## config.mk

```make
export PLATFORM = sky130hd
export DESIGN_NAME = uart_lite_initiator
export DESIGN_NICKNAME = d
export VERILOG_FILES = /design/src/rtl/uart_lite_initiator.sv
export SDC_FILE = /design/constraint.sdc
export NUM_CORES = 1
export LEC_CHECK = 0
export CAP_MARGIN = 0
export CORE_MARGIN = 3
export CORE_UTILIZATION = 41
export DETAILED_ROUTE_END_ITERATION = 7
export PLACE_DENSITY_LB_ADDON = 0.3
export REMOVE_ABC_BUFFERS = 1
export SYNTH_ARGS = -nofsm -noshare
export SYNTH_HDL_FRONTEND = slang
export SYNTH_SLANG_ARGS = --single-unit
```

## constraint.sdc

```tcl
create_clock -name clk_i -period 2.6 [get_ports clk_i]
set_input_delay 0.52 -clock clk_i [delete_from_list [all_inputs] [get_ports clk_i]]
set_output_delay 0.52 -clock clk_i [all_outputs]
set_load 0.05 [all_outputs]
```

## src/rtl/uart_lite_initiator.sv

```systemverilog
// uart_lite_initiator: host request port to packed AXI-Lite-style UART bus.
// One transaction in flight; registered outputs; optional completion timeout.
module uart_lite_initiator #(
  parameter int unsigned TIMEOUT_CYCLES = 255
) (
  input  logic        clk_i,
  input  logic        rst_ni,
  input  logic        req_valid_i,
  output logic        req_ready_o,
  input  logic        req_write_i,
  input  logic [2:0]  req_addr_i,
  input  logic [7:0]  req_wdata_i,
  output logic        rsp_valid_o,
  output logic [7:0]  rsp_rdata_o,
  output logic        rsp_err_o,
  output logic        rsp_timeout_o,
  output logic [31:0] CPU_to_UART,
  input  logic [31:0] UART_to_CPU
);

  localparam int CW = (TIMEOUT_CYCLES > 0) ?
                      $clog2(TIMEOUT_CYCLES + 1) : 1;

  typedef enum logic [2:0] {
    IDLE, WRITE, WRESP, RADDR, RDATA
  } state_t;

  state_t        state;
  logic [CW-1:0] cnt;
  logic [CW-1:0] cnt_nxt;
  logic          expire;
  logic          hs;

  logic          awvalid, wvalid, bready;
  logic          arvalid, rready;
  logic [2:0]    aw_addr, ar_addr;
  logic [7:0]    wd;

  logic          awready, wready, bvalid;
  logic          arready, rvalid;
  logic [1:0]    bresp, rresp;
  logic [7:0]    rdata;
  logic          unused_bits;

  assign awready = UART_to_CPU[0];
  assign wready  = UART_to_CPU[1];
  assign bvalid  = UART_to_CPU[2];
  assign bresp   = UART_to_CPU[4:3];
  assign arready = UART_to_CPU[5];
  assign rvalid  = UART_to_CPU[6];
  assign rresp   = UART_to_CPU[8:7];
  assign rdata   = UART_to_CPU[16:9];
  assign unused_bits = ^UART_to_CPU[31:17];

  assign CPU_to_UART = {12'd0, rready, ar_addr, arvalid,
                        1'b0, wd, bready, aw_addr,
                        wvalid, awvalid};

  // The counter value after this cycle reaching the limit ends the wait.
  assign cnt_nxt = cnt + CW'(1);
  assign expire  = (TIMEOUT_CYCLES != 0) &&
                   (cnt_nxt == CW'(TIMEOUT_CYCLES));

  // Handshake that advances the current state; it beats the timeout.
  always_comb begin
    hs = 1'b0;
    unique case (state)
      IDLE:  hs = 1'b0;
      WRITE: hs = (!awvalid || awready) &&
                  (!wvalid || wready);
      WRESP: hs = bvalid;
      RADDR: hs = arready;
      RDATA: hs = rvalid;
      default: hs = 1'b0;
    endcase
  end

  // Transaction FSM with all bus and response outputs registered.
  always_ff @(posedge clk_i or negedge rst_ni) begin
    if (!rst_ni) begin
      state         <= IDLE;
      cnt           <= '0;
      awvalid       <= 1'b0;
      wvalid        <= 1'b0;
      bready        <= 1'b0;
      arvalid       <= 1'b0;
      rready        <= 1'b0;
      aw_addr       <= '0;
      ar_addr       <= '0;
      wd            <= '0;
      req_ready_o   <= 1'b1;
      rsp_valid_o   <= 1'b0;
      rsp_rdata_o   <= '0;
      rsp_err_o     <= 1'b0;
      rsp_timeout_o <= 1'b0;
    end else begin
      rsp_valid_o <= 1'b0;
      if (state != IDLE) cnt <= cnt_nxt;
      if (state != IDLE && !hs && expire) begin
        awvalid       <= 1'b0;
        wvalid        <= 1'b0;
        bready        <= 1'b0;
        arvalid       <= 1'b0;
        rready        <= 1'b0;
        state         <= IDLE;
        req_ready_o   <= 1'b1;
        rsp_valid_o   <= 1'b1;
        rsp_rdata_o   <= '0;
        rsp_err_o     <= 1'b1;
        rsp_timeout_o <= 1'b1;
      end else begin
        unique case (state)
          IDLE: begin
            if (req_valid_i && req_ready_o) begin
              cnt         <= '0;
              req_ready_o <= 1'b0;
              if (req_write_i) begin
                state   <= WRITE;
                awvalid <= 1'b1;
                wvalid  <= 1'b1;
                aw_addr <= req_addr_i;
                wd      <= req_wdata_i;
                ar_addr <= '0;
              end else begin
                state   <= RADDR;
                arvalid <= 1'b1;
                ar_addr <= req_addr_i;
                aw_addr <= '0;
                wd      <= '0;
              end
            end
          end
          WRITE: begin
            if (awvalid && awready) awvalid <= 1'b0;
            if (wvalid && wready)   wvalid  <= 1'b0;
            if (hs) begin
              state  <= WRESP;
              bready <= 1'b1;
            end
          end
          WRESP: begin
            if (hs) begin
              state         <= IDLE;
              bready        <= 1'b0;
              req_ready_o   <= 1'b1;
              rsp_valid_o   <= 1'b1;
              rsp_rdata_o   <= '0;
              rsp_err_o     <= (bresp != 2'b00);
              rsp_timeout_o <= 1'b0;
            end
          end
          RADDR: begin
            if (hs) begin
              state   <= RDATA;
              arvalid <= 1'b0;
              rready  <= 1'b1;
            end
          end
          RDATA: begin
            if (hs) begin
              state         <= IDLE;
              rready        <= 1'b0;
              req_ready_o   <= 1'b1;
              rsp_valid_o   <= 1'b1;
              rsp_rdata_o   <= rdata;
              rsp_err_o     <= (rresp != 2'b00);
              rsp_timeout_o <= 1'b0;
            end
          end
          default: state <= IDLE;
        endcase
      end
    end
  end

endmodule

```

==> out/metrics.cfg, run 1 <==
[sta]
rsz0062_at_grt = no
tightest_slew_ns = 0.5344
slew_violations = 0
setup_viol = 0
maxSlewHeadroom_pct = 64.26
min_period_over_period_pct = 86.44
max_freq_mhz = 444.9
final_hold_viol_count = 0
period_minus_slack_ns = 2.248
tns_ns = 0
finClkSkew_ns = 0.002787

[critical_path]
critPathLaunchType = register
cp_max_fo = 6
crit_arrival_ns = 1.73
critPathBufInv = 1
crit_chain = clkdlybuf4s50_1
crit_slowest_cell = clkdlybuf4s50_1
end_kind = output pin
cp_num_cells = 1
reg2reg_slack_ns = 0.45
critical_path_class = register to output pin
cp_top_family = buffers and inverters
rr_worst_depth = 6
startpoint = req_ready_o
r2r_start = cnt[0]
critical_path_required_ns = 2.08
crit_end = req_ready_o
slowest_delay_ns = 0.84
r2r-end = rsp_rdata_o[1]

[power_and_ir_drop]
p_seq_share_pct = 30.8
power_per_cell_area_nw_per_um2 = 1314
vdd_drop_max_uv = 688.3
p_int_mw = 1.969
pwr-share-comb_pct = 52.4
p_total_mw = 3.701
p_leak_nw = 1.233
swShare_pct = 46.81
switching_power_mw = 1.733
p_clk_share_pct = 16.7

[clock_tree]
clk_path_buf_depth = 2
path_clk_slew_ns = 0.08
cts_buffers = 5
clockRootBuffer = clkbuf_8
clock_sinks = 42
clkLatencyLatePin_ns = 0.29
cts_tree = built
htreeDepth = 2
cts_resized = 0
post_cts_buffers = 0
cts_hold_buf = 0

[logic_synthesis]
synth_top_family_by_area = compound AO/OA/AOI/OAI gates
syn_inst = 226
async_flop_share_pct = 100.0
seq_area_frac_synth_pct = 49.91
synth.distinct_cells = 42
synth.area.mux_share_pct = 0.9496
ys_seq_elements = 42
avgSynthCellArea_um2 = 9.329
synth_compound_area_share_pct = 18.34
yosysMostFrequentCell = dfrtp_1
synth_edf_count = 0
synth_area_um2 = 2108
synth_top_cells_by_count = 41 x dfrtp_1, 39 x nand2_1, 25 x o21ai_0, 19 x buf_4, 11 x a21oi_1
yosysTopAreaCell = dfrtp_1
synth_adder_area_share_pct = 1.187
synthTopCellsByArea = dfrtp_1 49%, nand2_1 6.9%, buf_4 6.8%
synthSimpleGateAreaFrac_pct = 18.34
synth_xor_area_share_pct = 0.4154
ys_warn_count = 0
synthFlopType = dfrtp_1
synth_top_area_share_pct = 48.66

[run_status]
outcome = finished, final reports clean

[route]
drt-initial-drc-count = 111
vias = 1721
viasPerCell = 4.945
ant_nets = 0
wl_per_cell_um = 13.72
wl_um = 4773
firstDrtPassIters = 4
drcViolationCount = 0

[die]
initial_core_util_pct = 43.48
fp.dieArea_um2 = 6039
die_height_um = 77.71
dieWidth_um = 77.71
core-area_um2 = 4848
rows = 25
io_pins = 91

[global_routing]
grt_usage_pct = 16.50
grt_remaining_overflow = 0
met3_usage_pct = 6.961
grt.busiest_layer = met2
grt_use_met2_pct = 25.94
grt_first_pass_wirelength_um = 7962
use_met1_pct = 20.66
grt_pass1_vias = 1725
antenna_found_initial = 0
grt_max_degree = 32

[layout]
nets = 329
antenna_cells = 0
n_fill_cell = 421
synthToLayoutAreaGrowth_pct = 33.65
final_layout_size_suffix_gt1_share_pct = 6.762

[placed_design]
dp_hpwl_um = 3421
port_buffers = 62
place.gp.congestion = 0.8345

[run]
maxCapViolations = 0

[min_path]
hp-class = input pin to async pin

[routing by layer]
metal | part of all wire (%) | vias to the layer above
met5 | 0 | -
met3 | 8.5 | 7
met1 | 45 | 797
met4 | 1.1 | 0
met2 | 45 | 54
li1 | - | 863
[power by group through the flow]
stage          logic [mW]  clock network (mW)  registers, mW
2_1_floorplan       0.610                   0           1.81
3_3_place_gp         1.93                   0           1.14
3_5_place_dp         1.95                   0           1.15
4_1_cts              1.96               0.639           1.14
5_1_grt              2.08               0.667           1.19
6_report             1.94               0.620           1.14
[flip-flops by register name, indices dropped and copies added, names as in the netlist]
register	count
ar_addr	3
arvalid	1
aw_addr	3
awvalid	1
bready	1
cnt	8
req_ready_o	1
rready	1
rsp_err_o	1
rsp_rdata_o	8
rsp_timeout_o	1
rsp_valid_o	1
state	3
wd	8
wvalid	1
[layout by cell type, fill, tap and decap left out, drive strengths merged, types with 2 or more instances in the layout]
| cell | instances |
|---|---|
| mux2i | 2 |
| conb | 13 |
| clkdlybuf4s50 | 61 |
| nand2 | 39 |
| a21o | 2 |
| ha | 2 |
| a22o | 8 |
| nand4 | 2 |
| nor2 | 11 |
| buf | 6 |
| or3 | 2 |
| o21ai | 25 |
| nand3 | 5 |
| nor2b | 3 |
| and3 | 3 |
| a21oi | 11 |
| dfrtp | 41 |
| a211o | 2 |
| clkbuf | 5 |
| nor3 | 8 |
| o31ai | 4 |
| bufinv | 2 |
| nand2b | 4 |
| inv | 4 |
| a31oi | 2 |
[through the flow]
stage / utilization [%] / hold slack [ns] / instance area [um^2] / worst slack, ns / std cells
after floorplan: - / 0.2244 / 1943 / 0.3826 / 206
after global placement: 55.28 / 0.4607 / 2680 / 0.2227 / 340
after detailed placement: 55.28 / 0.4688 / 2680 / 0.2147 / 340
after CTS: 58.12 / 0.1576 / 2818 / 0.3429 / 348
after global routing: 58.12 / 0.1710 / 2818 / 0.2973 / 348
final: 58.12 / 0.1568 / 2818 / 0.3525 / 348
[worst reg2reg max path, delay by kind of cell (launching register included)]
kind            cells  cell delay (ns)
fa+ha+maj           1             0.34
flops               1             0.43
compound gates      4             1.13
simple gates        1             0.14
[cell families after synthesis]
| group | count (synthesis) |
|---|---|
| AO/OA/AOI/OAI | 61 |
| XOR/XNOR | 1 |
| adder cells (fa/ha/maj) | 2 |
| buffers and inverters | 36 |
| flip-flops | 42 |
| multiplexers | 2 |
| other | 1 |
| AND/OR/NAND/NOR | 81 |
[worst min path at each step]
stage,from,slack [ns],cells after the start,to
global route,rst_ni,0.17,1,wd[3]
detailed placement,wd[6],0.47,2,wd[6]
finish,rst_ni,0.16,1,rsp_rdata_o[1]
floorplan,rst_ni,0.22,0,ar_addr[0]
global placement,wd[4],0.46,2,wd[4]
CTS,rst_ni,0.16,1,wd[0]
[layout make-up]
cell class / instances / area (um^2) / share of cell area, %
Sequential cell: 42 / 1052 / 37.34
Multi-Input combinational cell: 160 / 875.8 / 31.08
Timing Repair Buffer: 67 / 653.1 / 23.18
Tap cell: 67 / 83.83 / 2.975
Clock buffer: 5 / 68.82 / 2.442
Clock inverter: 3 / 68.82 / 2.442
Inverter: 4 / 15.01 / 0.5329
Power figures use the tool's default switching activity.
==> run 2, diff against run 1 <==
--- a/config.mk
+++ b/config.mk
@@ -9,7 +9,8 @@
 export CORE_MARGIN = 3
 export CORE_UTILIZATION = 41
 export DETAILED_ROUTE_END_ITERATION = 7
-export PLACE_DENSITY_LB_ADDON = 0.3
+export MAX_ROUTING_LAYER = met4
+export PLACE_DENSITY = 0.79
 export REMOVE_ABC_BUFFERS = 1
 export SYNTH_ARGS = -nofsm -noshare
 export SYNTH_HDL_FRONTEND = slang
==> out/metrics.cfg, run 2 (synthesis results as in run 1) <==
[placed_design]
place.gp.congestion = 0.8750  ; was 0.8345
port_buffers = 62  ; unchanged
place_inst = 340  ; unchanged
dp_hpwl_um = 3270  ; was 3421 um

[clock_tree]
cts_tree = built  ; unchanged
htreeDepth = 2  ; unchanged
cts_hold_buf = 0  ; unchanged
post_cts_buffers = 0  ; unchanged
cts_buffers = 5  ; unchanged
clockRootBuffer = clkbuf_8  ; unchanged
cts_resized = 0  ; unchanged
path_clk_slew_ns = 0.08  ; about the same
clkLatencyLatePin_ns = 0.29  ; about the same
clk_path_buf_depth = 2  ; unchanged
clock_sinks = 42  ; unchanged

[global_routing]
grt_remaining_overflow = 0  ; unchanged
grt_first_pass_wirelength_um = 7790  ; was 7962 um
grt_max_degree = 43  ; was 32
antenna_found_initial = 0  ; unchanged
grt_pass1_vias = 1658  ; was 1725
grt_usage_pct = 16.26  ; was 16.50%

[run]
maxCapViolations = 0  ; unchanged

[route]
wl_um = 4517  ; was 4773 um
drt-initial-drc-count = 99  ; was 111
drcViolationCount = 0  ; unchanged
viasPerCell = 4.931  ; was 4.945
firstDrtPassIters = 4  ; unchanged
vias = 1716  ; was 1721
ant_nets = 0  ; unchanged
wl_per_cell_um = 12.98  ; was 13.72 um

[critical_path]
critPathBufInv = 1  ; unchanged
end_kind = output pin  ; unchanged
r2r_start = cnt[0]  ; unchanged
crit_chain = clkdlybuf4s50_1  ; unchanged
crit_slowest_cell = clkdlybuf4s50_1  ; unchanged
slowest_delay_ns = 0.83  ; was 0.84 ns
cp_top_family = buffers and inverters  ; unchanged
critPathLaunchType = register  ; unchanged
crit_arrival_ns = 1.72  ; was 1.73 ns
reg2reg_slack_ns = 0.52  ; was 0.45 ns
critical_path_required_ns = 2.08  ; about the same
startpoint = req_ready_o  ; unchanged
critical_path_class = register to output pin  ; unchanged
cp_max_fo = 6  ; unchanged

[layout]
multi_input_area_um2 = 875.8  ; unchanged
reg_top3 = cnt x8, rsp_rdata_o x8, wd x8  ; unchanged
final_layout_size_suffix_gt1_share_pct = 6.762  ; unchanged
final_cells = 348  ; unchanged
n_fill_cell = 447  ; was 421
post-route-util_pct = 58.12  ; unchanged
final_common_cell = clkdlybuf4s50_1  ; unchanged
synthToLayoutAreaGrowth_pct = 33.65  ; unchanged
antenna_cells = 0  ; unchanged
final_cell_mix = 61 x clkdlybuf4s50_1, 41 x dfrtp_1, 39 x nand2_1  ; unchanged
ff_latch_area_um2 = 1052  ; unchanged
nets = 329  ; unchanged

[die]
die_height_um = 77.71  ; unchanged
io_pins = 91  ; unchanged
core-area_um2 = 4848  ; unchanged
initial_core_util_pct = 43.48  ; unchanged
rows = 25  ; unchanged
fp.dieArea_um2 = 6039  ; unchanged
dieWidth_um = 77.71  ; unchanged

[sta]
final_hold_viol_count = 0  ; unchanged
tns_ns = 0  ; unchanged
finClkSkew_ns = 0.005176  ; was 0.002787 ns
rsz0062_at_grt = no  ; unchanged
min_period_over_period_pct = 86.25  ; was 86.44%
period_minus_slack_ns = 2.242  ; was 2.248 ns
tightest_slew_ns = 0.9039  ; was 0.5344 ns
setup_viol = 0  ; unchanged
slew_violations = 0  ; unchanged
hold-worst-slack_ns = 0.3542  ; was 0.1568 ns
max_freq_mhz = 445.9  ; was 444.9 MHz
maxSlewHeadroom_pct = 39.74  ; was 64.26%

[run_status]
outcome = finished, final reports clean  ; unchanged

[power_and_ir_drop]
power_per_cell_area_nw_per_um2 = 1313  ; was 1314 nW/um^2
vdd_drop_max_uv = 722.5  ; was 688.3 uV
p_leak_nw = 1.233  ; about the same

[min_path]
hp-class = input pin to async pin  ; unchanged

## run 2: cell counts in the layout (fill, tap and decap cells not counted)
Identical to the previous run, type by type.
## run 2: area by class of cell
class                   instances  area share, %
inverters                       4         0.5329
multi-input cells             160          31.08
well taps                      67          2.975
flip-flops and latches         42          37.34
repair buffers                 67          23.18
clock buffers                   5          2.442
clock inverters                 3          2.442
## run 2: through the flow
stage	worst slack (ns)	cell area (um^2)	power (mW)
floorplan	0.3826	1943	2.423
global placement	0.2361	2680	3.065
detailed placement	0.2320	2680	3.108
CTS	0.3496	2818	3.739
global route	0.2986	2818	3.930
finish	0.3575	2818	3.699
## run 2: where the power goes
| part | switching (mW) | internal, mW | total [mW] |
|---|---|---|---|
| registers | 0.226 | 0.918 | 1.14 |
| clock network | 0.225 | 0.385 | 0.609 |
| logic | 1.27 | 0.679 | 1.95 |
## run 2: per-layer routing
| layer | up-vias | track usage (%) | share of wire [%] |
|---|---|---|---|
| li1 | 860 | - | - |
| met1 | 796 | 21.69 | 46 |
| met2 | 55 | 24.91 | 47 |
| met3 | 5 | 4.640 | 6.7 |
| met4 | 0 | 3.203 | 0.91 |
| met5 | - | - | 0 |
## run 2: final timing paths
check | endpoint | cells after the start
max | req_ready_o | 1
min | rready | 1
max reg2reg | rsp_rdata_o[0] | 6
min reg2reg | wd[4] | 2
max in group asynchronous | cnt[0] | 1
min in group clk_i | wd[4] | 2
==> run 3, diff against run 2 <==
==> constraint.sdc (replaced) <==
create_clock -name clk_i -period 2.6 [get_ports clk_i]
set_input_delay 0.52 -clock clk_i [delete_from_list [all_inputs] [get_ports clk_i]]
set_output_delay 0.52 -clock clk_i [all_outputs]
set_load 0.005 [all_outputs]
==> results of run 3 <==
The final DEF is identical to that of run 2. Status: finished, final reports clean.
Main changes from that run: setup slack after layout 0.3575 ns -> 0.5202 ns; start point of the critical path req_ready_o -> cnt[0]; end point of the critical path req_ready_o -> rsp_rdata_o[0]; total power 3.699 mW -> 2.972 mW; worst IR drop on VDD 722.5 uV -> 504.3 uV
